[config.mk]
export PLATFORM = sky130hd
export DESIGN_NAME = uart_rx
export DESIGN_NICKNAME = d
export VERILOG_FILES = /design/src/rtl/uart_rx.sv
export SDC_FILE = /design/constraint.sdc
export NUM_CORES = 1
export LEC_CHECK = 0
export ABC_AREA = 1
export CORE_MARGIN = 1.5
export CORE_UTILIZATION = 50
export DETAILED_ROUTE_END_ITERATION = 10
export PLACE_DENSITY = 0.82
export SYNTH_ARGS = -nofsm -noshare
export SYNTH_HDL_FRONTEND = slang
export SYNTH_SLANG_ARGS = --single-unit
[constraint.sdc]
create_clock -name clock -period 1.2 [get_ports clock]
set_input_delay 0.24 -clock clock [delete_from_list [all_inputs] [get_ports clock]]
set_output_delay 0.24 -clock clock [all_outputs]
set_load 0.02 [all_outputs]
[src/rtl/uart_rx.sv]
`timescale 1ns/1ps
`default_nettype none
// +--------------------------------------------------------------------------+
// | uart_rx : 8N1 UART receiver with one-entry holding buffer                |
// | Rev 1.0 : initial release                                                |
// +--------------------------------------------------------------------------+
module uart_rx #(
  parameter int CLKS_PER_BIT = 868
) (
  input  logic       clock,
  input  logic       reset,
  input  logic       uartRxPin,
  input  logic       re,
  output logic [7:0] rdata,
  output logic       rvalid,
  output logic       overrun,
  output logic       frame_error,
  output logic       busy
);

  localparam int c_CNT_W = $clog2(CLKS_PER_BIT);
  localparam logic [c_CNT_W-1:0] c_FULL_LAST = c_CNT_W'(CLKS_PER_BIT - 1);
  localparam logic [c_CNT_W-1:0] c_HALF_LAST = c_CNT_W'(CLKS_PER_BIT / 2 - 1);

  localparam logic [2:0] c_S_IDLE      = 3'd0;
  localparam logic [2:0] c_S_START     = 3'd1;
  localparam logic [2:0] c_S_DATA      = 3'd2;
  localparam logic [2:0] c_S_STOP      = 3'd3;
  localparam logic [2:0] c_S_WAIT_HIGH = 3'd4;

  logic [2:0]         r_state;
  logic [2:0]         w_state_nxt;
  logic               r_sync1;
  logic               r_rx_s;
  logic [c_CNT_W-1:0] r_cnt;
  logic [2:0]         r_bitidx;
  logic [7:0]         r_shift;
  logic               r_commit;
  logic [7:0]         r_rdata;
  logic               r_rvalid;
  logic               r_overrun;
  logic               r_frame_error;
  logic               r_busy;

  logic [c_CNT_W-1:0] w_limit;
  logic               w_last;
  logic               w_timing;
  logic               w_shift;
  logic               w_commit;
  logic               w_ferr;

  // State register; busy tracks the state it is registered with
  always_ff @(posedge clock) begin
    if (reset) begin
      r_state <= c_S_IDLE;
      r_busy  <= 1'b0;
    end else begin
      r_state <= w_state_nxt;
      r_busy  <= (w_state_nxt != c_S_IDLE);
    end
  end

  always_comb begin
    w_state_nxt = r_state;
    case (r_state)
      c_S_IDLE:      if (!r_rx_s) w_state_nxt = c_S_START;
      c_S_START:     if (w_last) w_state_nxt = r_rx_s ? c_S_IDLE : c_S_DATA;
      c_S_DATA:      if (w_last && (r_bitidx == 3'd7)) w_state_nxt = c_S_STOP;
      c_S_STOP:      if (w_last) w_state_nxt = r_rx_s ? c_S_IDLE : c_S_WAIT_HIGH;
      c_S_WAIT_HIGH: if (r_rx_s) w_state_nxt = c_S_IDLE;
      default:       w_state_nxt = c_S_IDLE;
    endcase
  end

  always_comb begin
    w_limit  = (r_state == c_S_START) ? c_HALF_LAST : c_FULL_LAST;
    w_last   = (r_cnt == w_limit);
    w_timing = (r_state == c_S_START) || (r_state == c_S_DATA) || (r_state == c_S_STOP);
    w_shift  = (r_state == c_S_DATA) && w_last;
    w_commit = (r_state == c_S_STOP) && w_last && r_rx_s;
    w_ferr   = (r_state == c_S_STOP) && w_last && !r_rx_s;
  end

  always_ff @(posedge clock) begin
    if (reset) begin
      r_sync1       <= 1'b1;
      r_rx_s        <= 1'b1;
      r_cnt         <= '0;
      r_bitidx      <= 3'd0;
      r_shift       <= 8'd0;
      r_commit      <= 1'b0;
      r_rdata       <= 8'd0;
      r_rvalid      <= 1'b0;
      r_overrun     <= 1'b0;
      r_frame_error <= 1'b0;
    end else begin
      r_sync1 <= uartRxPin;
      r_rx_s  <= r_sync1;

      if (!w_timing || w_last || (w_state_nxt != r_state))
        r_cnt <= '0;
      else
        r_cnt <= r_cnt + 1'b1;

      if (r_state == c_S_START)
        r_bitidx <= 3'd0;
      else if (w_shift)
        r_bitidx <= (r_bitidx == 3'd7) ? 3'd0 : r_bitidx + 3'd1;

      if (w_shift)
        r_shift <= {r_rx_s, r_shift[7:1]};

      r_commit      <= w_commit;
      r_frame_error <= w_ferr;

      // An acknowledge coinciding with a commit consumes the old byte, not the new one
      if (r_commit) begin
        r_rdata  <= r_shift;
        r_rvalid <= 1'b1;
        if (re)
          r_overrun <= 1'b0;
        else if (r_rvalid)
          r_overrun <= 1'b1;
      end else if (re && r_rvalid) begin
        r_rvalid  <= 1'b0;
        r_overrun <= 1'b0;
      end
    end
  end

  assign rdata       = r_rdata;
  assign rvalid      = r_rvalid;
  assign overrun     = r_overrun;
  assign frame_error = r_frame_error;
  assign busy        = r_busy;

endmodule
`default_nettype wire
==> impl_metrics.tcl <==
set metrics [dict create \
    skew_ns 0.0128 \
    multi_input_area_um2 838 \
    clock_power_share_pct 32.0 \
    cts.reportedPaths.clkPinSlew_ns 0.12 \
    leakage_nw 1.01 \
    yosys_warnings 0 \
    num-fill-cells 240 \
    nets 269 \
    drc 0 \
    pwr-share-seq_pct 63.4 \
    path_class "register to register" \
    grt_max_degree 17 \
    core_area_um2 3080 \
    ys_ff_latch 39 \
    status "finished with violations" \
    swShare_pct 23.8 \
    timing.setup.tns_ns -2.75 \
    reg2regPathDepth 8 \
    grt_usage_pct 22.8 \
    drtAntennaViolNets 0 \
    ys_seq_area_share_pct 47.8 \
    cts_buffer_depth 2 \
    required_ns 1.49 \
    synth.most_common_cell "nor2_1" \
    design_area_um2 2200 \
    async_reset_ff_share_pct 0 \
    layout_setup_ws_ns -0.199 \
    gp_congestion 0.881 \
    drv_slew 0 \
    placed_cell_area_um2 2040 \
    drt_iter0_markers 56 \
    die_h_um 60.1 \
    area_delta_synth_final_pct 34.9 \
    io_pins 16 \
    hpwl_mm 2.40 \
    routed_wirelength_mm 3.76 \
    p_sw_mw 0.489 \
    synth_top_area_share_pct 47.8 \
    hold_class "register to register" \
    die_area_um2 3620 \
    cts_buffers 5 \
    relSlewSlack_pct 74.4 \
    cts.htree.levels 2 \
    synth_top_cells_by_area "dfxtp_1 (48%), nor2_1 (12%), nand2_1 (4.4%)" \
    row_count 20 \
    synth_cell_types 28 \
    p_int_mw 1.57 \
    grt_pass1_wl_mm 6.02 \
    die_w_um 60.1 \
    wl_per_cell_um 12.2 \
    fin_crit_sh_pct 117 \
    cts_tree "built" \
    synth_top_cells_by_count "nor2_1 (51), dfxtp_1 (39), nand2_1 (19)" \
    vdd.ir_drop.worst_mv 0.974 \
    worstSkewPairLatency_ns 0.35 \
    netlist.top_cell.by_area "dfxtp_1" \
    layout-drive-gt1-share_pct 40.7 \
    crit_fanout 5 \
    fmax_mhz 715 \
    worst-slew-pin-transition_ns 0.384 \
    diodes 0 \
    fin_crit_ns 1.40 \
    cts_num_sinks 39 \
    io_buffers 15 \
    regArea_um2 802 \
    cap_violations 0 \
    finalSetupViolCount 26 \
    min_path_cells 1 \
    rsz0062_at_grt "yes" \
    pwr-share-comb_pct 4.6 \
    critPathLaunchType "register" \
    postSynthCellCount 209 \
    grt_overflow 0 \
    holdBufCountCts 0 \
    hold_viol 0 \
    syn_area_per_cell_um2 7.81 \
    synth_edf_count 0 \
    grt_pass1_vias 1414 \
    drt-vias-per-instance 5.09 \
    start_util_pct 53.0 \
    vias 1562 \
    powerDensity_nw_per_um2 934 \
    violations "negative setup slack" \
    endpoint_kind "register" \
    pre_cts_slack_ns -0.215 \
    antenna_found_initial 0 \
    post-route-util_pct 71.6 \
    placedCellCount 292 \
    dr.pass1.iters 4 \
    synth_area_um2 1630 \
    finalNonFillerCells 307 \
    syn_nets 216 \
    synthFlopType "dfxtp_1" \
    cts_root_buf "clkbuf_4" \
    cp_data_arrival_time_ns 1.69 \
]
-- power groups by stage --
stage               clock network (mW)  logic (mW)  registers, mW
finish                           0.659      0.0940           1.30
global route                     0.717       0.103           1.31
CTS                              0.675      0.0864           1.30
detailed placement                   0      0.0820           1.34
global placement                     0      0.0808           1.34
floorplan                            0      0.0380           1.34
-- worst paths after layout --
| path | start | to | slack [ns] |
|---|---|---|---|
| worst max-delay path | r_cnt[0] | busy | -0.20 |
| worst min register to register | r_sync1 | r_rx_s | 0.42 |
| worst max register to register | r_cnt[0] | busy | -0.20 |
| worst min-delay path | r_sync1 | r_rx_s | 0.42 |
-- registers in the layout, summed over array words and instances (netlist names) --
name and flops:
r_cnt 10, r_commit 1, rvalid 1, overrun 1, r_shift 8, rdata 8, r_bitidx 3, r_rx_s 1
r_sync1 1, r_state 3, busy 1, frame_error 1
-- critical path: stages, from the launching register on --
cell and delay (ns):
dfxtp_4 0.41, inv_4 0.05, nor2_2 0.10, nand4_1 0.16
a21oi_2 0.24, nand4_1 0.15, nand2_1 0.11, nand2_2 0.05
nand3_1 0.07
-- final cells by class --
class,count,share of cell area [%]
Tap cell,44,2.50
Sequential cell,39,36.4
Timing Repair Buffer,50,16.6
Clock buffer,6,1.87
Clock inverter,2,0.568
Inverter,22,3.98
Multi-Input combinational cell,144,38.0
-- cells by family after synthesis --
kind of cell / Yosys count / synth area share, %
xor+xnor: 4 / 2.15
flops: 39 / 47.8
simple gates: 107 / 31.0
buf+inv: 27 / 7.13
compound gates: 29 / 9.66
fa+ha+maj: 3 / 2.30
-- cell usage in the layout, fill, tap and decap left out, types with 2 or more instances in the layout --
master           instances
nor3_1                   2
dfxtp_2                  8
xor2_1                   4
o21ai_0                 10
nor3_4                   2
nand2_2                  7
nand3_2                  3
buf_6                    2
nor2_4                   2
buf_2                   11
a21oi_1                  2
nand2_4                  3
dfxtp_1                 28
inv_2                    6
nand2_1                 15
dfxtp_4                  3
nand4_1                  4
nand3_1                 10
clkdlybuf4s50_1          3
clkbuf_4                 5
a21oi_2                  4
inv_1                   13
nor2_1                  49
or2_2                    2
inv_4                    2
buf_4                   33
o21ai_1                  9
nor2_2                   7
-- routing by layer --
layer / vias to the layer above / GRT usage (%) / part of all wire (%)
met5: - / 0 / 0
li1: 785 / - / -
met4: 0 / 13.3 / 2.8
met1: 715 / 28.6 / 45
met2: 48 / 35.1 / 47
met3: 14 / 6.06 / 4.6
-- metrics by stage --
step | hold slack (ns) | power, mW
final | 0.423 | 2.06
after floorplan | 0.302 | 1.38
after detailed placement | 0.410 | 1.42
after CTS | 0.431 | 2.07
after global placement | 0.393 | 1.42
after global routing | 0.430 | 2.13
-- what timing repair did --
| action | CTS | global route |
|---|---|---|
| setup buffers | 4 | 3 |
| endpoints found under the hold margin | 0 | 0 |
| resized for setup | 72 | 9 |
| gates cloned | 0 | 1 |
| pin swaps | 12 | 12 |
| endpoints found under the setup margin | 38 | 28 |
Note: power is estimated with default switching activity, not from simulation.
